[src/rtl/tm_pkg.sv]
// Shared definitions for the Tsetlin Machine inference stages.
// Holds the frame geometry (classes per frame, clauses per class), the derived
// widths of the class index and signed class sum, and the verdict FSM states.
package tm_pkg;

    localparam int NUM_CLASSES = 10;
    localparam int NUM_CLAUSES = 100;
    localparam int CLASS_W     = $clog2(NUM_CLASSES);
    // Unsigned count of one polarity half; the signed sum adds one sign bit.
    localparam int CNT_W       = $clog2(NUM_CLAUSES / 2 + 1);
    localparam int SUM_W       = CNT_W + 1;

    typedef enum logic [1:0] {
        ACCEPT,
        DRAIN,
        HOLD
    } state_t;

endpackage

[src/rtl/tm_class_vote_argmax_if.sv]
// Handshake bundle of the class-vote / argmax stage.
//   clause_valid/clause_ready/clause_bits   : one class word per beat, upstream -> stage
//   verdict_valid/verdict_ready             : verdict handshake, stage -> consumer
//   verdict_class/verdict_score             : winning class index and its signed sum
// Modports: master = producer/consumer side (bench or neighbouring stages),
//           slave  = the argmax stage itself.
interface tm_class_vote_argmax_if;
    import tm_pkg::*;

    logic                       clause_valid;
    logic                       clause_ready;
    logic [NUM_CLAUSES-1:0]     clause_bits;
    logic                       verdict_valid;
    logic                       verdict_ready;
    logic [CLASS_W-1:0]         verdict_class;
    logic signed [SUM_W-1:0]    verdict_score;

    modport master (
        output clause_valid, clause_bits, verdict_ready,
        input  clause_ready, verdict_valid, verdict_class, verdict_score
    );

    modport slave (
        input  clause_valid, clause_bits, verdict_ready,
        output clause_ready, verdict_valid, verdict_class, verdict_score
    );

endinterface

[src/rtl/tm_polarity_popcount.sv]
// Combinational class-sum: counts the set clause outputs of each polarity and
// returns (#even set) - (#odd set) as a signed value.
//   clause_bits : in  NUM_CLAUSES  clause outputs of one class (even idx = +, odd idx = -)
//   diff        : out SUM_W        signed class sum, range +/-NUM_CLAUSES/2
module tm_polarity_popcount
    import tm_pkg::*;
(
    input  logic [NUM_CLAUSES-1:0]  clause_bits,
    output logic signed [SUM_W-1:0] diff
);

    logic [CNT_W-1:0] pos_cnt;
    logic [CNT_W-1:0] neg_cnt;

    // Two independent accumulations over the polarity halves; synthesis balances
    // each chain into an adder tree.
    always_comb begin
        pos_cnt = '0;
        neg_cnt = '0;
        for (int unsigned i = 0; i < NUM_CLAUSES / 2; i++) begin
            pos_cnt = pos_cnt + CNT_W'(clause_bits[2*i]);
            neg_cnt = neg_cnt + CNT_W'(clause_bits[2*i+1]);
        end
        // Zero-extending both counts by one bit makes the subtraction exact in SUM_W.
        diff = $signed({1'b0, pos_cnt}) - $signed({1'b0, neg_cnt});
    end

endmodule

[src/rtl/tm_class_vote_argmax.sv]
// Class vote and running argmax for Tsetlin Machine inference.
// Takes one class word per accepted beat (classes 0..NUM_CLASSES-1 in order),
// forms the signed class sum in stage 1, keeps the best (strictly greater wins,
// so ties keep the lower index) in stage 2, and presents the frame verdict
// until the consumer takes it.
//   clk   : rising-edge clock
//   rst_n : asynchronous active-low reset
//   flush : synchronous frame abort, highest priority
//   bus   : clause input and verdict output handshakes (slave side)
module tm_class_vote_argmax
    import tm_pkg::*;
(
    input  logic                      clk,
    input  logic                      rst_n,
    input  logic                      flush,
    tm_class_vote_argmax_if.slave     bus
);

    state_t                  state;
    logic [CLASS_W-1:0]      cls_cnt;
    logic                    clause_ready_q;

    logic                    s1_valid;
    logic                    s1_last;
    logic [CLASS_W-1:0]      s1_class;
    logic signed [SUM_W-1:0] s1_diff;

    logic                    s2_done;
    logic [CLASS_W-1:0]      best_class;
    logic signed [SUM_W-1:0] best_score;

    logic                    verdict_valid_q;
    logic [CLASS_W-1:0]      verdict_class_q;
    logic signed [SUM_W-1:0] verdict_score_q;

    logic                    accept;
    logic                    last_class;
    logic signed [SUM_W-1:0] diff;

    assign accept     = bus.clause_valid & clause_ready_q;
    assign last_class = (cls_cnt == CLASS_W'(NUM_CLASSES - 1));

    tm_polarity_popcount u_popcount (
        .clause_bits (bus.clause_bits),
        .diff        (diff)
    );

    always_ff @(posedge clk or negedge rst_n) begin
        if (!rst_n) begin
            state           <= ACCEPT;
            cls_cnt         <= '0;
            clause_ready_q  <= 1'b0;
            s1_valid        <= 1'b0;
            s1_last         <= 1'b0;
            s1_class        <= '0;
            s1_diff         <= '0;
            s2_done         <= 1'b0;
            best_class      <= '0;
            best_score      <= '0;
            verdict_valid_q <= 1'b0;
            verdict_class_q <= '0;
            verdict_score_q <= '0;
        end else if (flush) begin
            state           <= ACCEPT;
            cls_cnt         <= '0;
            clause_ready_q  <= 1'b1;
            s1_valid        <= 1'b0;
            s2_done         <= 1'b0;
            best_class      <= '0;
            best_score      <= '0;
            verdict_valid_q <= 1'b0;
        end else begin
            // Stage 1: class sum, index and last flag of the accepted word.
            s1_valid <= accept;
            if (accept) begin
                s1_class <= cls_cnt;
                s1_diff  <= diff;
                s1_last  <= last_class;
                cls_cnt  <= last_class ? '0 : cls_cnt + 1'b1;
            end

            // Stage 2: running argmax; class 0 seeds the frame.
            s2_done <= s1_valid & s1_last;
            if (s1_valid && ((s1_class == '0) || (s1_diff > best_score))) begin
                best_class <= s1_class;
                best_score <= s1_diff;
            end

            case (state)
                ACCEPT: begin
                    clause_ready_q <= 1'b1;
                    if (accept && last_class) begin
                        clause_ready_q <= 1'b0;
                        state          <= DRAIN;
                    end
                end
                DRAIN: begin
                    if (s2_done) begin
                        verdict_valid_q <= 1'b1;
                        verdict_class_q <= best_class;
                        verdict_score_q <= best_score;
                        state           <= HOLD;
                    end
                end
                HOLD: begin
                    if (bus.verdict_ready) begin
                        verdict_valid_q <= 1'b0;
                        best_class      <= '0;
                        best_score      <= '0;
                        clause_ready_q  <= 1'b1;
                        state           <= ACCEPT;
                    end
                end
                default: state <= ACCEPT;
            endcase
        end
    end

    assign bus.clause_ready  = clause_ready_q;
    assign bus.verdict_valid = verdict_valid_q;
    assign bus.verdict_class = verdict_class_q;
    assign bus.verdict_score = verdict_score_q;

endmodule

[src/flat_wrapper.sv]
// flat-port wrapper written by rule: the top's interface ports become plain ports
module tm_class_vote_argmax_flat import tm_pkg::*;
  (clk, rst_n, flush, bus_clause_valid, bus_clause_bits, bus_verdict_ready, bus_clause_ready, bus_verdict_valid, bus_verdict_class, bus_verdict_score);
  tm_class_vote_argmax_if bus_i ();
  input  logic clk;
  input  logic rst_n;
  input  logic flush;
  input wire logic [$bits(bus_i.clause_valid)-1:0] bus_clause_valid;
  input wire logic [$bits(bus_i.clause_bits)-1:0] bus_clause_bits;
  input wire logic [$bits(bus_i.verdict_ready)-1:0] bus_verdict_ready;
  output wire logic [$bits(bus_i.clause_ready)-1:0] bus_clause_ready;
  output wire logic [$bits(bus_i.verdict_valid)-1:0] bus_verdict_valid;
  output wire logic [$bits(bus_i.verdict_class)-1:0] bus_verdict_class;
  output wire logic [$bits(bus_i.verdict_score)-1:0] bus_verdict_score;
  assign bus_i.clause_valid = bus_clause_valid;
  assign bus_i.clause_bits = bus_clause_bits;
  assign bus_i.verdict_ready = bus_verdict_ready;
  assign bus_clause_ready = bus_i.clause_ready;
  assign bus_verdict_valid = bus_i.verdict_valid;
  assign bus_verdict_class = bus_i.verdict_class;
  assign bus_verdict_score = bus_i.verdict_score;
  tm_class_vote_argmax u_core (.clk(clk), .rst_n(rst_n), .flush(flush), .bus(bus_i));
endmodule
[config.mk]
export PLATFORM = sky130hd
export DESIGN_NAME = tm_class_vote_argmax_flat
export DESIGN_NICKNAME = d
export VERILOG_FILES = /design/src/rtl/tm_pkg.sv /design/src/rtl/tm_class_vote_argmax_if.sv /design/src/rtl/tm_polarity_popcount.sv /design/src/rtl/tm_class_vote_argmax.sv /design/src/flat_wrapper.sv
export SDC_FILE = /design/constraint.sdc
export NUM_CORES = 1
export LEC_CHECK = 0
export CAP_MARGIN = 20
export CORE_ASPECT_RATIO = 1.4
export CORE_MARGIN = 1
export CORE_UTILIZATION = 40
export DETAILED_ROUTE_END_ITERATION = 8
export PLACE_DENSITY = 0.67
export SLEW_MARGIN = 20
export SYNTH_ARGS = -nofsm -noshare
export SYNTH_HDL_FRONTEND = slang
export SYNTH_SLANG_ARGS = --single-unit
[constraint.sdc]
create_clock -name clk -period 2.6 [get_ports clk]
set_clock_uncertainty 0.05 [all_clocks]
set_input_delay 0.26 -clock clk [delete_from_list [all_inputs] [get_ports clk]]
set_output_delay 0.26 -clock clk [all_outputs]
set_load 0.02 [all_outputs]
## After elaboration in Yosys (flattened, before gate mapping)

Index checks and enable logic that the tools add are counted.

| storage, ports and cells | value |
|---|---|
| bits in registers | 44 |
| input bits | 105 |
| output and inout bits | 13 |

| operators by class | value |
|---|---|
| add/sub/neg operators | 100 |
| $lt $le $gt $ge | 1 |
| equal/unequal tests | 6 |
| muxes and demuxes | 26 |
| bitwise logic cells | 3 |
| reduce and logical (&&, ||, !) cells | 13 |

Operator list:

| kind | number |
|---|---|
| adder 6 x 1 -> 6 bit | 88 |
| two-way mux 4 bit | 7 |
| two-way mux 7 bit | 4 |
| adder 5 x 1 -> 6 bit | 2 |
| adder 4 x 1 -> 5 bit | 2 |
| AND reduction 3 bit | 3 |
| adder 3 x 1 -> 4 bit | 2 |
| two-way mux 1 bit | 8 |
| two-way mux 2 bit | 4 |
| > comparator 7 bit | 1 |
| subtractor 6 x 6 -> 7 bit | 1 |
| adder 2 x 1 -> 3 bit | 2 |
| != test 3 x 2 -> 1 bit, second input constant | 2 |
| one-hot mux 2 bit (3 select lines) | 1 |
| nonzero test 3 bit | 2 |
| adder 1 x 1 -> 2 bit | 2 |
| adder 4 x 1 -> 4 bit, second input constant | 1 |
| == test 4 bit, second input constant | 1 |
| zero test 4 bit | 1 |
| one-hot mux 1 bit (2 select lines) | 2 |
| AND reduction 2 bit | 2 |
| != test 3 bit, second input constant | 1 |
| AND 1 bit | 2 |
| == test 2 x 1 -> 1 bit, second input constant | 1 |
| other kinds (6) | 7 |

## Longest topological paths before layout

Gate-level depths: netlist (run 1).

| depth | value |
|---|---|
| depth in word-level cells | 50 |
| depth in mapped cells | 24 |
| depth with buffers taken out | 24 |

## Modules after synthesis

Synthesis (run 1) repeated with hierarchy kept, for this count alone.

| second synthesis, totals | value |
|---|---|
| cells, all modules | 509 |
| area total of the unflattened synthesis | 5,034.8 sq um |

Modules (own cells, without submodules):

| module | instances | cells an instance | area an instance (sq um) |
|---|---|---|---|
| tm_polarity_popcount | 1 | 310 | 2,857.7 |
| tm_class_vote_argmax | 1 | 199 | 2,177.1 |

## Least setup slack after synthesis (run 1)

No wires, ideal clock.

| timing path | value |
|---|---|
| path kind | input to register |
| from | input bus_clause_bits[6] |
| to | register u_core.s1_diff[6] |
| library setup time | 0.131 ns |
| arrival | 6.037 ns |
| data required time | 2.419 ns |
| setup slack | -3.618 ns |
| stages | 20 |
| path buffers | 0 |
| cells stage by stage | inv_1 fa_1 fa_1 inv_1 fa_1 fa_1 inv_1 fa_1 inv_1 fa_1 fa_1 fa_1 inv_1 fa_1 fa_1 nand2b_1 a21oi_1 o22ai_1 xnor2_1 o21ai_0 |

| on the way | value |
|---|---|
| cells in the longest elaborated chain, start to end | 48 |

RTL lines:

| item | line | source |
|---|---|---|
| start: declaration | flat_wrapper.sv:9 | `input wire logic [$bits(bus_i.clause_bits)-1:0] bus_clause_bits;` |
| adder 3 x 1 -> 4 bit | tm_polarity_popcount.sv:21 | `pos_cnt = pos_cnt + CNT_W'(clause_bits[2*i]);` |
| adder 4 x 1 -> 5 bit | tm_polarity_popcount.sv:21 |  |
| adder 5 x 1 -> 6 bit | tm_polarity_popcount.sv:21 |  |
| adder 6 x 1 -> 6 bit (44 in a row) | tm_polarity_popcount.sv:21 |  |
| subtractor 6 x 6 -> 7 bit | tm_polarity_popcount.sv:25 | `diff = $signed({1'b0, pos_cnt}) - $signed({1'b0, neg_cnt});` |
| end signal: assignment | tm_class_vote_argmax.sv:77 | `s1_diff <= diff;` |
| end: declaration | tm_class_vote_argmax.sv:26 | `logic signed [SUM_W-1:0] s1_diff;` |

Every way passes these cells.
A chain may end at the register's enable or synchronous reset.

## Final worst setup path (run 1)

| timing path | value |
|---|---|
| from | input bus_clause_bits[9] |
| to | register u_core.s1_diff[6] |

| on the way | value |
|---|---|
| cells in the longest elaborated chain, start to end | 47 |

RTL lines:

| item | line | source |
|---|---|---|
| adder 4 x 1 -> 5 bit | tm_polarity_popcount.sv:22 | `neg_cnt = neg_cnt + CNT_W'(clause_bits[2*i+1]);` |
| adder 5 x 1 -> 6 bit | tm_polarity_popcount.sv:22 |  |
| adder 6 x 1 -> 6 bit (44 in a row) | tm_polarity_popcount.sv:22 |  |
| subtractor 6 x 6 -> 7 bit | tm_polarity_popcount.sv:25 |  |

Every way passes these cells.

==> results of run 1 <==
[cell usage in the layout, fill, tap and decap left out, types with 4 or more instances in the layout]
cell,count
dlygate4sd2_1,10
nor2_1,8
dfrtp_1,44
clkbuf_16,5
o21ai_1,4
clkdlybuf4s50_1,65
o211ai_1,7
buf_4,18
nor3_1,5
clkbuf_2,5
inv_2,22
nand2_1,16
buf_2,20
ha_1,28
fa_1,74
fa_2,16
clkdlybuf4s15_1,12
inv_1,130
mux2_2,14
nand3_1,17
buf_6,4
a2bb2oi_1,6
o21ai_0,6
a32o_1,4
a21oi_1,10
[what timing repair did]
action,4_1_cts,5_1_grt
hold buffers,0,1
pin swaps,59,60
setup endpoints to repair,7,7
buffers inserted,3,1
gates resized for setup,148,46
cloned,0,0
hold endpoints to repair,0,44
[registers in the layout, indices dropped and copies added, names as in the netlist]
signal	count
u_core.s1_last	1
u_core.s1_diff	7
u_core.state	2
u_core.bus.verdict_valid	1
u_core.s2_done	1
u_core.best_score	7
u_core.bus.clause_ready	1
u_core.bus.verdict_score	7
u_core.cls_cnt	4
u_core.s1_class	4
u_core.best_class	4
u_core.bus.verdict_class	4
u_core.s1_valid	1
[layout make-up]
cell class	count	share of cell area, %
Multi-Input combinational cell	257	50.4
Inverter	153	8.89
Clock buffer	5	1.94
Sequential cell	44	17.0
Clock inverter	3	0.716
Timing Repair Buffer	135	18.2
Tap cell	147	2.85
[per-stage QoR]
step | hold slack (ps) | TNS (ps) | instances | area (sq um)
after global routing | 461 | -23520 | 744 | 6460
after CTS | 111 | -23220 | 743 | 6370
after detailed placement | 422 | -27500 | 732 | 6270
final | 440 | -22230 | 744 | 6460
after global placement | 413 | -26830 | 732 | 6270
after floorplan | -85.6 | -22460 | 463 | 4860
[critical path: stages]
cell and delay [ps]:
buf_6 70, inv_2 30, fa_1 540, inv_2 40, fa_1 510, fa_1 530, inv_1 60, fa_1 500
fa_1 530, fa_1 560, fa_1 420, fa_1 460, fa_1 560, ha_4 140, inv_2 30, fa_2 330
nand2b_4 160, a21oi_4 140, o22ai_2 100, xnor2_1 150, o21ai_1 80
[metal layers]
metal	part of all wire, %	routed length (microns)
met1	35	3330
met2	60	5740
met3	3.0	285
met4	2.6	248
met5	0	0
[logic make-up after synthesis]
group,share of synthesized area [%]
buf+inv,12.9
fa+ha+maj,45.2
simple gates,6.82
compound gates,8.29
flops,22.7
mux,3.25
xor+xnor,0.904
[final timing paths]
kind	from	end	cells after the start
worst max-delay path	bus_clause_bits[9]	u_core.s1_diff[6]$_DFFE_PN0P_	21
worst min-delay path	u_core.s2_done$_DFF_PN0_	u_core.state[0]$_DFFE_PN0P_	1
worst max register to register	u_core.best_score[5]$_DFF_PN0_	u_core.best_score[2]$_DFF_PN0_	7
worst min register to register	u_core.s2_done$_DFF_PN0_	u_core.state[0]$_DFFE_PN0P_	1
max in group asynchronous	rst_n	u_core.bus.verdict_score[3]$_DFFE_PN0P_	2
min in group asynchronous	rst_n	u_core.state[0]$_DFFE_PN0P_	2
==> impl_metrics.ini, run 1 <==
[outcome]
status = finished, violations left
violations = setup timing

[clocking]
clock_latency_ps = 290
cts_buffers = 5
htreeDepth = 2
cts_tree = yes
cts_buffer_depth = 2
cts_root_buf = clkbuf_16
clock_sinks = 44
clk_pin_slew_ps = 60

[yosys]
syn_inst = 463
yosysTopAreaCell = fa_1
synth_cell_types = 43
yosysSeqAreaShare_pct = 22.7
yosysWarnings = 0
synth_area_per_cell_sq_um = 10.5
ys_dominant_reg_cell = dfrtp_1
synth_area_leaders = fa_1, dfrtp_1, inv_1
synth_top_area_share_pct = 37.2
synthArstFlopShare_pct = 100
ys_seq_elements = 44
syn-num-nets = 689
synth_common_cells = inv_1, fa_1, dfrtp_1, ha_1, nand3_1
synth.cell_area_sq_um = 4850
yosysMostFrequentCell = inv_1
synth_enable_flop_cells = 0

[timing]
worstMarginPinSlew_ps = 954
fmax_mhz = 165
fin_crit_sh_pct = 234
hold_viol_final = 0
worst_slack_ps = -3480
slew_violations = 0
setup_viol = 7
relSlewSlack_pct = 36.4
rsz0062_at_grt = true
period_minus_slack_ps = 6080

[floorplanning]
die_y_microns = 132
core_sq_um = 11800
die_w_microns = 95.0
design.die.area_sq_um = 12600
io_pins = 118
initial_core_util_pct = 41.0
row_count = 47

[grt]
grt_pass1_vias = 3958
grt_usage_pct = 17.0
antenna_found_initial = 0
met2_usage_pct = 34.4
met1_usage_pct = 16.9
gr-max-usage-layer = met2
grt-ovfl-total = 0
grt_pass1_wl_mm = 16.8
grt_util_met3_pct = 1.90
grt_max_degree = 45

[setup_path]
reg2reg_setup_slack_ps = 310
critPathArrivalTime_ps = 6190
crit_required_ps = 2720
critPathMaxFanout = 2
cp-start-kind = input pin
worst_setup_path_end_kind = register
critical_path_class = in -> reg

[min_path]
hp-class = reg -> reg

[drt]
routed_wl_mm = 9.61
routedWlPerCell_microns = 12.9
vias = 3515
drtIter0Drc = 72
drt.antenna.violating_nets = 0
drt-vias-per-instance = 4.72
first_pass_iters = 4
drc = 0

[finish]
multiInputGateArea_sq_um = 3260
regArea_sq_um = 1100
fin_nets = 822
n_antenna_cell = 0
area_delta_synth_final_pct = 33.4
utilization_pct = 54.7
num-fill-cells = 1041
drive_above_1_share_pct = 21.3

[placed_design]
gp_congestion = 0.824
numPortBuffers = 117
dp_slack_ps = -4200
hpwlAfterDp_mm = 8.53

[run]
maxCapViolations = 0
Power of run 1 is not shown: default switching activity piles up to over one toggle a cycle in this logic, so the estimate is an artifact.
==> run 2, diff against run 1 <==
--- a/config.mk
+++ b/config.mk
@@ -8,9 +8,9 @@
 export CAP_MARGIN = 20
 export CORE_ASPECT_RATIO = 1.4
 export CORE_MARGIN = 1
-export CORE_UTILIZATION = 40
+export CORE_UTILIZATION = 45
 export DETAILED_ROUTE_END_ITERATION = 8
-export PLACE_DENSITY = 0.67
+export PLACE_DENSITY = 0.74
 export SLEW_MARGIN = 20
 export SYNTH_ARGS = -nofsm -noshare
 export SYNTH_HDL_FRONTEND = slang
==> run 2 against run 1 <==
Compared with the run above:
- core utilization increased by 7.1 points
- global-route usage grew 1.4 points
- highest routed layer unchanged
- die area shrank 11%
- maximum frequency down 1.2%
- sequential share of layout area grew 0.086 points
- critical path type unchanged
- hold slack got worse by 360 ps
- the flow still finishes with violations (setup timing)
- largest cell class unchanged
==> impl_metrics.ini, run 2 (same netlist as run 1, synthesis figures left out) <==
[drt]
drc = 0
drt-vias-per-instance = 4.77
dr_wl_met2_mm = 5.94
drt.antenna.violating_nets = 0
highest_layer = met4
drtIter0Drc = 123
routedWlPerCell_microns = 13.4
vias = 3511
routed_wl_mm = 9.83
first_pass_iters = 4
wl_met3_microns = 324
wl_met1_mm = 3.32

[placed_design]
dp.cells = 723
hpwlAfterDp_mm = 8.27
gp_congestion = 0.809
numPortBuffers = 117

[run]
maxCapViolations = 0

[timing]
worst_slack_ps = -3550
worstMarginPinSlew_ps = 963
period_minus_slack_ps = 6150
fin_crit_sh_pct = 236
rsz0062_at_grt = true
setup_viol = 7
relSlewSlack_pct = 35.8
holdWs_ps = 78.0
hold_viol_final = 0
slew_violations = 0
fmax_mhz = 163

[finish]
multiInputGateArea_sq_um = 3260
n_antenna_cell = 0
regArea_sq_um = 1100
final_cell_mix = inv_1, fa_1, clkdlybuf4s50_1
instances_no_fill = 736
num-fill-cells = 830
final_common_cell = inv_1
area_delta_synth_final_pct = 32.7
fin_nets = 823
drive_above_1_share_pct = 22.1

[floorplanning]
die_y_microns = 125
design.die.area_sq_um = 11200
core_sq_um = 10400
io_pins = 118
die_w_microns = 89.7
row_count = 44
initial_core_util_pct = 46.6

[setup_path]
slowest_delay_ps = 560
crit_required_ps = 2710
cpMaxStageDelayCell = fa_1
critPathMaxFanout = 2
crit_chain = dlygate4sd2_1 -> fa_1 -> fa_2 -> fa_1 -> inv_1 -> fa_2 -> fa_2 -> fa_2 -> fa_1 -> fa_1 -> fa_1 -> ha_4 -> inv_2 -> fa_2 -> nand2b_4 -> a21oi_4 -> o22ai_2 -> xnor2_1 -> o21ai_1
critical_path_class = in -> reg
cp-start-kind = input pin
worst_setup_path_end_kind = register
critPathArrivalTime_ps = 6260

[clocking]
clk_pin_slew_ps = 60
cts_root_buf = clkbuf_16
cts_buffer_depth = 2
ctsHoldBuffers = 0
htreeDepth = 2
cts_buffers = 5
clock_latency_ps = 280
clock_sinks = 44
cts_tree = yes

[outcome]
violations = setup timing
status = finished, violations left

[grt]
antenna_found_initial = 0
grt_pass1_wl_mm = 16.5
grt-ovfl-total = 0
grt_pass1_vias = 3917
grt_usage_pct = 18.3
grt_max_degree = 45

[min_path]
hp-class = in -> async
-- run 2: worst max-delay path, delay by kind of cell --
| family | cells | cell delay, ps |
|---|---|---|
| fa+ha+maj | 11 | 5050 |
| compound gates | 3 | 320 |
| buf+inv | 3 | 340 |
| xor+xnor | 1 | 150 |
| simple gates | 1 | 160 |
-- run 2: area by class of cell --
cell class                      count  share of cell area (%)
Timing Repair Buffer              136                    17.9
Clock buffer                        6                    2.16
Inverter                          153                    8.93
Multi-Input combinational cell    257                    50.6
Sequential cell                    44                    17.1
Tap cell                          138                    2.68
Clock inverter                      2                   0.603
-- run 2: worst paths after layout --
| check | from | endpoint | cells after the start | slack (ps) |
|---|---|---|---|---|
| min | rst_n | u_core.bus.clause_ready$_DFFE_PN0P_ | 1 | 80 |
| max in group asynchronous | rst_n | u_core.s1_diff[5]$_DFFE_PN0P_ | 1 | 1810 |
| min in group clk | u_core.s2_done$_DFF_PN0_ | u_core.state[0]$_DFFE_PN0P_ | 1 | 430 |
| max | bus_clause_bits[21] | u_core.s1_diff[6]$_DFFE_PN0P_ | 19 | -3550 |
| max reg2reg | u_core.best_score[5]$_DFF_PN0_ | u_core.best_score[0]$_DFF_PN0_ | 7 | 280 |
| min reg2reg | u_core.s2_done$_DFF_PN0_ | u_core.state[0]$_DFFE_PN0P_ | 1 | 430 |
-- run 2: routing by layer --
metal	global-route usage, %	up-vias
li1	-	1671
met1	17.9	1726
met2	38.7	97
met3	2.01	17
met4	5.50	0
met5	0	-
-- run 2: what timing repair did --
action | 4_1_cts | 5_1_grt
setup endpoints to repair | 7 | 7
gates resized for setup | 140 | 64
pin swaps | 62 | 58
gates cloned | 0 | 0
setup buffers | 4 | 2
-- run 2: stage by stage --
stage | TNS (ps) | worst slack, ps | cell area [sq um] | util, %
floorplan | -22460 | -3500 | 4860 | -
global placement | -26780 | -4090 | 6260 | 60.1
detailed placement | -27390 | -4160 | 6260 | 60.1
CTS | -23370 | -3560 | 6400 | 61.5
global route | -23990 | -3730 | 6430 | 61.8
finish | -22900 | -3550 | 6430 | 61.8
Power of run 2 is left out for the same reason.
==> run 3, diff against run 2 <==
--- a/config.mk
+++ b/config.mk
@@ -10,7 +10,7 @@
 export CORE_MARGIN = 1
 export CORE_UTILIZATION = 45
 export DETAILED_ROUTE_END_ITERATION = 8
-export PLACE_DENSITY = 0.74
+export PLACE_DENSITY = 0.77
 export SLEW_MARGIN = 20
 export SYNTH_ARGS = -nofsm -noshare
 export SYNTH_HDL_FRONTEND = slang
==> constraint.sdc (replaced) <==
create_clock -name clk -period 4.9 [get_ports clk]
set_clock_uncertainty 0.05 [all_clocks]
set_input_delay 0.49 -clock clk [delete_from_list [all_inputs] [get_ports clk]]
set_output_delay 0.49 -clock clk [all_outputs]
set_load 0.02 [all_outputs]
==> run 3 against run 2 <==
Compared with the run above:
- the run still ends with setup timing left
- worst setup slack better by 2000 ps
- non-clock buffer count unchanged
- global-route usage up 0.60 points
- critical path depth up 2
- design area down 0.25%
- sequential share of layout area about the same
- flip-flop and latch count unchanged
- first-iteration DRC count down 23%
- core utilization down 0.16 points
- register-to-register slack better by 2400 ps
- final cell count down 0.14%
- via count up 2.0%
- critical path type unchanged
==> impl_metrics.ini, run 3 (same netlist as run 1, synthesis figures left out) <==
[setup_path]
worst-path-buf-inv = 5
crit_start = bus_clause_bits[29]
critical_path_class = in -> reg
worst-path-stages = 21
r2r-start = u_core.best_score[5]$_DFF_PN0_
cp_common_cell = fa_1
cpMaxStageDelayCell = fa_2
worst_setup_path_end_kind = register
crit_chain = buf_6 -> fa_1 -> inv_2 -> fa_1 -> inv_2 -> fa_1 -> inv_2 -> fa_2 -> fa_1 -> fa_2 -> fa_2 -> fa_1 -> fa_1 -> ha_2 -> inv_2 -> fa_2 -> nand2b_4 -> a21oi_4 -> o22ai_2 -> xnor2_1 -> o21ai_1
r2r-end = u_core.best_score[6]$_DFF_PN0_
endpoint = u_core.s1_diff[6]$_DFFE_PN0P_
critPathMaxFanout = 2
cp_top_family = adder cells
r2r_cells = 7
slowest_delay_ps = 590
reg2reg_setup_slack_ps = 2670
critPathArrivalTime_ps = 6550
crit_required_ps = 5010
cp-start-kind = input pin

[timing]
fin_crit_sh_pct = 131
fmax_mhz = 155
holdWs_ps = 302
hold_viol_final = 0
worst_slack_ps = -1540
slew_violations = 0
relSlewSlack_pct = 37.3
rsz0062_at_grt = true
setup_viol = 7
period_minus_slack_ps = 6440
worstMarginPinSlew_ps = 941

[floorplanning]
row_count = 44
die_w_microns = 89.7
design.die.area_sq_um = 11200
core_sq_um = 10400
die_y_microns = 125
initial_core_util_pct = 46.6
io_pins = 118

[placed_design]
dpl_cell_area_sq_um = 6260
dp.cells = 722
numPortBuffers = 117
hpwlAfterDp_mm = 8.41
gp_congestion = 0.833

[finish]
n_antenna_cell = 0
num-fill-cells = 825
instances_no_fill = 735
final_common_cell = inv_1
final_cell_mix = inv_1, fa_1, clkdlybuf4s50_1
regArea_sq_um = 1100
drive_above_1_share_pct = 18.6
utilization_pct = 61.7
fin_nets = 823
multiInputGateArea_sq_um = 3230
design_area_sq_um = 6410
area_delta_synth_final_pct = 32.3

[clocking]
cts_root_buf = clkbuf_16
clock_latency_ps = 280
htreeDepth = 2
ctsHoldBuffers = 0
clock_sinks = 44
clk_pin_slew_ps = 60
cts_tree = yes
cts_buffers = 5
cts_buffer_depth = 2

[grt]
grt_usage_pct = 18.9
grt_pass1_wl_mm = 17.2
grt_pass1_vias = 4103
antenna_found_initial = 0
grt_max_degree = 45
grt-ovfl-total = 0

[drt]
routed_wl_mm = 9.83
routedWlPerCell_microns = 13.4
first_pass_iters = 4
drtIter0Drc = 95
drc = 0
drt-vias-per-instance = 4.87
vias = 3581
drt.antenna.violating_nets = 0

[outcome]
status = finished, violations left
violations = setup timing

[min_path]
hp-class = in -> async

[run]
maxCapViolations = 0
## run 3: changes by cell type in the layout (fill, tap and decap cells not counted), sizes merged
| cell | delta |
|---|---|
| buf | -4 |
| clkbuf | -9 |
| dlygate4sd2 | +10 |
| bufinv | -1 |
| clkdlybuf4s15 | +2 |
| clkinvlp | +1 |
## run 3: per-layer routing
metal	part of all wire, %	wire, microns	up-vias	track usage, %
li1	-	-	1671	-
met2	61	6040	108	40.4
met5	0	0	-	0
met4	3.0	293	0	6.94
met3	3.9	387	27	2.50
met1	32	3110	1775	17.4
## run 3: repair_timing
| item | 4_1_cts | 5_1_grt |
|---|---|---|
| setup endpoints to repair | 7 | 7 |
| setup buffers | 3 | 5 |
| pin swaps | 64 | 36 |
| gates resized for setup | 125 | 45 |
## run 3: worst min-delay path by stage
stage | start | to | slack (ps) | cells after the start
after floorplan | rst_n | u_core.best_class[0]$_DFF_PN0_ | 140 | 0
after global placement | u_core.s2_done$_DFF_PN0_ | u_core.state[0]$_DFFE_PN0P_ | 420 | 1
after detailed placement | u_core.best_class[2]$_DFF_PN0_ | u_core.best_class[2]$_DFF_PN0_ | 430 | 1
after CTS | rst_n | u_core.bus.verdict_valid$_DFFE_PN0P_ | 340 | 1
after global routing | rst_n | u_core.cls_cnt[2]$_DFFE_PN0P_ | 400 | 1
final | rst_n | u_core.bus.verdict_valid$_DFFE_PN0P_ | 300 | 1
## run 3: area by class of cell
cell class | instances | share of cell area (%)
tap | 138 | 2.69
timing repair buffer | 136 | 18.6
clock buffer | 5 | 1.95
multi-input combinational | 257 | 50.4
clock inverter | 2 | 0.195
inverter | 153 | 8.99
sequential | 44 | 17.2
## run 3: metrics by stage
stage	setup WS, ps	TNS, ps
2_1_floorplan	-1430	-7970
3_3_place_gp	-2040	-12430
3_5_place_dp	-2150	-12930
4_1_cts	-1490	-8670
5_1_grt	-1720	-10090
6_report	-1540	-8960
Power of run 3 is left out for the same reason.
